[src/rtl/stream_test_sequencer.sv]
// Repeats captures on the stream test sink and sums the sink's per-packet counts
// into run totals; supports inter-packet gap, per-packet timeout and abort.
//
// state   | meaning
// --------+--------------------------------------------------------------
// S_IDLE  | after reset, waiting for run
// S_START | one-cycle sink_start pulse
// S_RUN   | sink capturing; wait for sink_idle or timeout
// S_GAP   | idle cycles between packet completion and the next start
// S_DONE  | results held until the next accepted run
module stream_test_sequencer #(
  parameter int CNT_W = 16
) (
  input  logic             clk,
  input  logic             resetn,
  input  logic             run,
  input  logic             abort,
  input  logic [CNT_W-1:0] cfg_packets,
  input  logic [CNT_W-1:0] cfg_gap,
  input  logic [31:0]      cfg_timeout,
  output logic             sink_start,
  input  logic             sink_idle,
  input  logic [31:0]      sink_beats,
  input  logic [31:0]      sink_misses,
  input  logic [31:0]      sink_errors,
  output logic             busy,
  output logic             done,
  output logic             timed_out,
  output logic             aborted,
  output logic [CNT_W-1:0] packets_done,
  output logic [CNT_W-1:0] bad_packets,
  output logic [31:0]      total_beats,
  output logic [31:0]      total_misses,
  output logic [31:0]      total_errors
);

  typedef enum logic [2:0] {S_IDLE, S_START, S_RUN, S_GAP, S_DONE} state_t;

  state_t           state, state_nxt;
  logic [CNT_W-1:0] pkts_r, gap_r, gap_cnt, packets_inc;
  logic [31:0]      timeout_r, run_cnt;
  logic             accept, complete, tmo_hit, abort_hit;

  function automatic logic [31:0] sat_add(input logic [31:0] a, input logic [31:0] b);
    logic [32:0] s;
    s = {1'b0, a} + {1'b0, b};
    return s[32] ? 32'hFFFF_FFFF : s[31:0];
  endfunction

  assign packets_inc = packets_done + 1'b1;
  assign busy = (state == S_START) || (state == S_RUN) || (state == S_GAP);
  assign done = (state == S_DONE);

  always_ff @(posedge clk or negedge resetn) begin
    if (!resetn) begin
      state      <= S_IDLE;
      sink_start <= 1'b0;
    end else begin
      state      <= state_nxt;
      sink_start <= (state_nxt == S_START);
    end
  end

  always_comb begin
    state_nxt = state;
    accept    = 1'b0;
    complete  = 1'b0;
    tmo_hit   = 1'b0;
    abort_hit = 1'b0;
    case (state)
      S_IDLE, S_DONE: begin
        if (run) begin
          accept    = 1'b1;
          state_nxt = S_START;
        end
      end
      S_START: begin
        if (abort) begin
          abort_hit = 1'b1;
          state_nxt = S_DONE;
        end else begin
          state_nxt = S_RUN;
        end
      end
      S_RUN: begin
        if (abort) begin
          abort_hit = 1'b1;
          state_nxt = S_DONE;
        end else if (sink_idle) begin
          complete = 1'b1;
          if ((pkts_r != '0) && (packets_inc == pkts_r)) state_nxt = S_DONE;
          else if (gap_r == '0)                          state_nxt = S_START;
          else                                           state_nxt = S_GAP;
        end else if ((timeout_r != 32'd0) && (run_cnt == timeout_r - 32'd1)) begin
          // run_cnt counts elapsed RUN cycles before this one
          tmo_hit   = 1'b1;
          state_nxt = S_DONE;
        end
      end
      S_GAP: begin
        if (abort) begin
          abort_hit = 1'b1;
          state_nxt = S_DONE;
        end else if (gap_cnt == '0) begin
          state_nxt = S_START;
        end
      end
      default: state_nxt = S_IDLE;
    endcase
  end

  always_ff @(posedge clk or negedge resetn) begin
    if (!resetn) begin
      pkts_r       <= '0;
      gap_r        <= '0;
      timeout_r    <= '0;
      gap_cnt      <= '0;
      run_cnt      <= '0;
      packets_done <= '0;
      bad_packets  <= '0;
      total_beats  <= '0;
      total_misses <= '0;
      total_errors <= '0;
      timed_out    <= 1'b0;
      aborted      <= 1'b0;
    end else begin
      if (accept) begin
        pkts_r       <= cfg_packets;
        gap_r        <= cfg_gap;
        timeout_r    <= cfg_timeout;
        packets_done <= '0;
        bad_packets  <= '0;
        total_beats  <= '0;
        total_misses <= '0;
        total_errors <= '0;
        timed_out    <= 1'b0;
        aborted      <= 1'b0;
      end
      if (state == S_START) run_cnt <= '0;
      else if (state == S_RUN) run_cnt <= run_cnt + 32'd1;
      if (complete) begin
        total_beats  <= sat_add(total_beats, sink_beats);
        total_misses <= sat_add(total_misses, sink_misses);
        total_errors <= sat_add(total_errors, sink_errors);
        packets_done <= packets_inc;
        if (sink_errors != 32'd0) bad_packets <= bad_packets + 1'b1;
        gap_cnt <= gap_r - 1'b1;
      end else if ((state == S_GAP) && (gap_cnt != '0)) begin
        gap_cnt <= gap_cnt - 1'b1;
      end
      if (tmo_hit)   timed_out <= 1'b1;
      if (abort_hit) aborted   <= 1'b1;
    end
  end

endmodule

[config.mk]
export PLATFORM = sky130hd
export DESIGN_NAME = stream_test_sequencer
export DESIGN_NICKNAME = d
export VERILOG_FILES = /design/src/rtl/stream_test_sequencer.sv
export SDC_FILE = /design/constraint.sdc
export NUM_CORES = 1
export LEC_CHECK = 0
export CAP_MARGIN = 20
export CORE_MARGIN = 10
export CORE_UTILIZATION = 55
export DETAILED_ROUTE_END_ITERATION = 12
export PLACE_DENSITY = 0.86
export RECOVER_POWER = 25
export SLEW_MARGIN = 20
export SYNTH_ARGS = -nofsm -noshare
export SYNTH_HDL_FRONTEND = slang
export SYNTH_SLANG_ARGS = --single-unit
[constraint.sdc]
create_clock -name clk -period 10.4 [get_ports clk]
set_input_delay 1.04 -clock clk [delete_from_list [all_inputs] [get_ports clk]]
set_output_delay 1.04 -clock clk [all_outputs]
set_load 0.03 [all_outputs]
==> flow_summary.ini <==
[clocking]
cts.sinks = 246
post_cts_resized = 0
root_buffer = clkbuf_16
post_cts_buffers = 0
clk_pin_slew_worst_paths_ns = 0.06
cts_buffers = 28
clockBufferDepth = 3
ctsHoldBuffers = 0
cts_tree = yes
clock_latency_ns = 0.56
cts_max_level = 1

[routing]
ant_nets = 0
wl_um = 52800
drtIter0Drc = 1299
wl_per_cell_um = 19.6
via_per_inst = 6.23
dr_total_vias = 16800
firstDrtPassIters = 5
drc = 0

[setup_path]
path_cells = clkbuf_1
worst-path-max-fanout = 101
cp.required_ns = 9.60
crit_arrival_ns = 5.21
r2r_cells = 11
crit_cells = 1
critPathLaunch = resetn
critical_path_class = primary input to async pin
slowest_delay_ns = 4.08
cp_top_family = buffers and inverters
critPathLaunchType = primary input
cp-end-kind = async pin
cp_slowest_cell = clkbuf_1
critPathBufInv = 1
r2r-start = state[2]

[synth]
synth_top_area_share_pct = 35.9
synth_common_cells = 300 x nand2_1, 246 x dfrtp_1, 208 x a21oi_1
syn-num-nets = 2299
yosysTopAreaCell = dfrtp_1
synth_seq_cells = 246
yosysUniqueCellTypes = 81
netlist_area_um2 = 17100
synthCells = 2030
synth-main-ff-cell = dfrtp_1
netlist_top_cells_area = dfrtp_1 36%, ha_1 7.4%, nand2_1 6.6%
synth_enable_flop_cells = 0
ys_async_sr_fraction_pct = 100
synth-seq-area-share_pct = 35.9
synth.most_common_cell = nand2_1
avgSynthCellArea_um2 = 8.44
yosysWarnings = 0

[min_path]
hold_path.startpoint = gap_r[0]
hold_path.class = flip-flop to flip-flop
worstHoldPathCells = 2

[final_layout]
nets = 2540
seq_area_um2 = 6160
antenna_cells = 0
syn_to_final_growth_pct = 24.6
layout-drive-gt1-share_pct = 3.93
multi_input_area_um2 = 10500
finish.utilization_pct = 69.6
fillers = 2309

[outcome]
violations = max-capacitance violations, max-slew violations
status = finished with violations

[global_routing]
overflow = 0
grt_pass1_wl_um = 85200
grt_pass1_vias = 16400
gr-usage-all-layers_pct = 26.0
grt_max_degree = 147
antenna_found_initial = 0

[job]
maxCapViolCount = 2

[floorplanning]
ios = 298
die_h_um = 196
rows = 64
die_x_um = 196
start_util_pct = 55.8
design.core.area_um2 = 30700
fp.dieArea_um2 = 38600

[sta]
clock_skew_ns = 0.0227
finalHoldViolations = 0
rsz0062_at_grt = no
max_freq_ghz = 0.166
maxSlewViolCount = 113
timing.final.crit_share_pct = 57.8
fin_crit_ns = 6.01
relSlewSlack_pct = -296
final.setup.tns_ns = 0
worst_pin_slew_ns = 5.94
setup_viol = 0

[placed_design]
dp_hpwl_um = 37900
io_buffers = 297
gp_congestion = 0.942

[pwr]
p_leak_nw = 9.54
power_density_nw_per_um2 = 242
ir_drop_v = 0.000188
## worst reg2reg max path, cell delays in order, from the launching register on
cell and delay (ns):
dfrtp_1 0.47, nor3b_1 1.37, nand2_2 0.81, a21oi_1 0.39, ha_1 0.25, a21boi_2 0.25
o21a_2 0.21, nand3_1 0.15, or3_1 0.44, nor2_1 0.14, xnor2_1 0.13, a21oi_1 0.09
## registers in the layout, indices dropped and copies added, names as in the netlist, 3 cells and up
signal        count
total_beats      32
gap_r            16
timeout_r        32
pkts_r           16
bad_packets      16
total_misses     32
run_cnt          32
state             3
packets_done     16
gap_cnt          16
total_errors     32
## worst paths after layout
check                                   end  slack [ns]
min in group asynchronous  total_misses[14]        2.68
max                         total_misses[3]        4.39
min                                gap_r[0]        0.51
max in group clk                gap_cnt[14]        5.55
max reg2reg                     gap_cnt[14]        5.55
min reg2reg                        gap_r[0]        0.51
## power breakdown
part	internal (mW)	switching, mW
registers	1.23	0.362
logic	1.02	1.47
clock network	0.673	0.416
total	2.93	2.25
## final cells by class
| class | instances | area share (%) |
|---|---|---|
| repair buffers | 305 | 14.2 |
| clock buffers | 39 | 3.85 |
| clock inverters | 12 | 0.921 |
| multi-input cells | 1654 | 49.2 |
| well taps | 396 | 2.32 |
| inverters | 36 | 0.633 |
| flip-flops and latches | 246 | 28.8 |
## cells by family (layout without fill, tap and decap cells)
kind of cell               Yosys count  in the layout  synth area share (%)
and+or+nand+nor                    744            744                  20.9
AOI/OAI and AO/OA                  600            600                  21.9
DFF                                246            246                  35.9
xor gates and xnor gates           194            194                  9.92
buffers and inverters              130            392                  2.89
adders and majority gates          104            104                  7.73
muxes                               12             12                 0.709
## cells in the final DEF, fill, tap and decap left out, drive strengths merged, types with 6 or more instances in the layout
| cell | n |
|---|---|
| nand2b | 15 |
| a21o | 52 |
| a31oi | 70 |
| clkbuf | 40 |
| clkdlybuf4s50 | 296 |
| nor3 | 42 |
| o31a | 6 |
| nor3b | 8 |
| a31o | 6 |
| nand2 | 300 |
| nor2 | 146 |
| o21a | 17 |
| a211oi | 17 |
| or2 | 9 |
| nand3 | 59 |
| nand4 | 33 |
| a211o | 8 |
| a21oi | 208 |
| o41ai | 9 |
| xnor2 | 101 |
| ha | 101 |
| nor4 | 29 |
| and2 | 10 |
| clkinv | 7 |
| xor2 | 93 |
| inv | 36 |
| buf | 8 |
| o21bai | 6 |
| o31ai | 12 |
| and4 | 12 |
| dfrtp | 246 |
| and3 | 22 |
| o211ai | 14 |
| o21ai | 115 |
| mux2i | 11 |
| nor2b | 15 |
| or4 | 11 |
| or3 | 18 |
## metrics by stage
step	instance area (um2)	power (mW)	cells	setup WS, ns	hold slack [ns]
floorplan	17100	3.23	2030	6.38	0.451
global placement	20300	3.95	2637	5.55	0.488
detailed placement	20300	4.03	2637	5.42	0.496
CTS	21400	5.15	2688	5.95	0.512
global route	21300	5.48	2688	3.42	0.550
finish	21300	5.17	2688	4.39	0.509
## metal layers
layer  wire length (um)  share of wire, %  GRT usage (%)
met3               4060               7.7           4.92
met4               1660               3.1           8.60
met5                  0                 0              0
met2              25200                48           43.9
met1              21800                41           32.9
(Power assumes the default switching activity.)
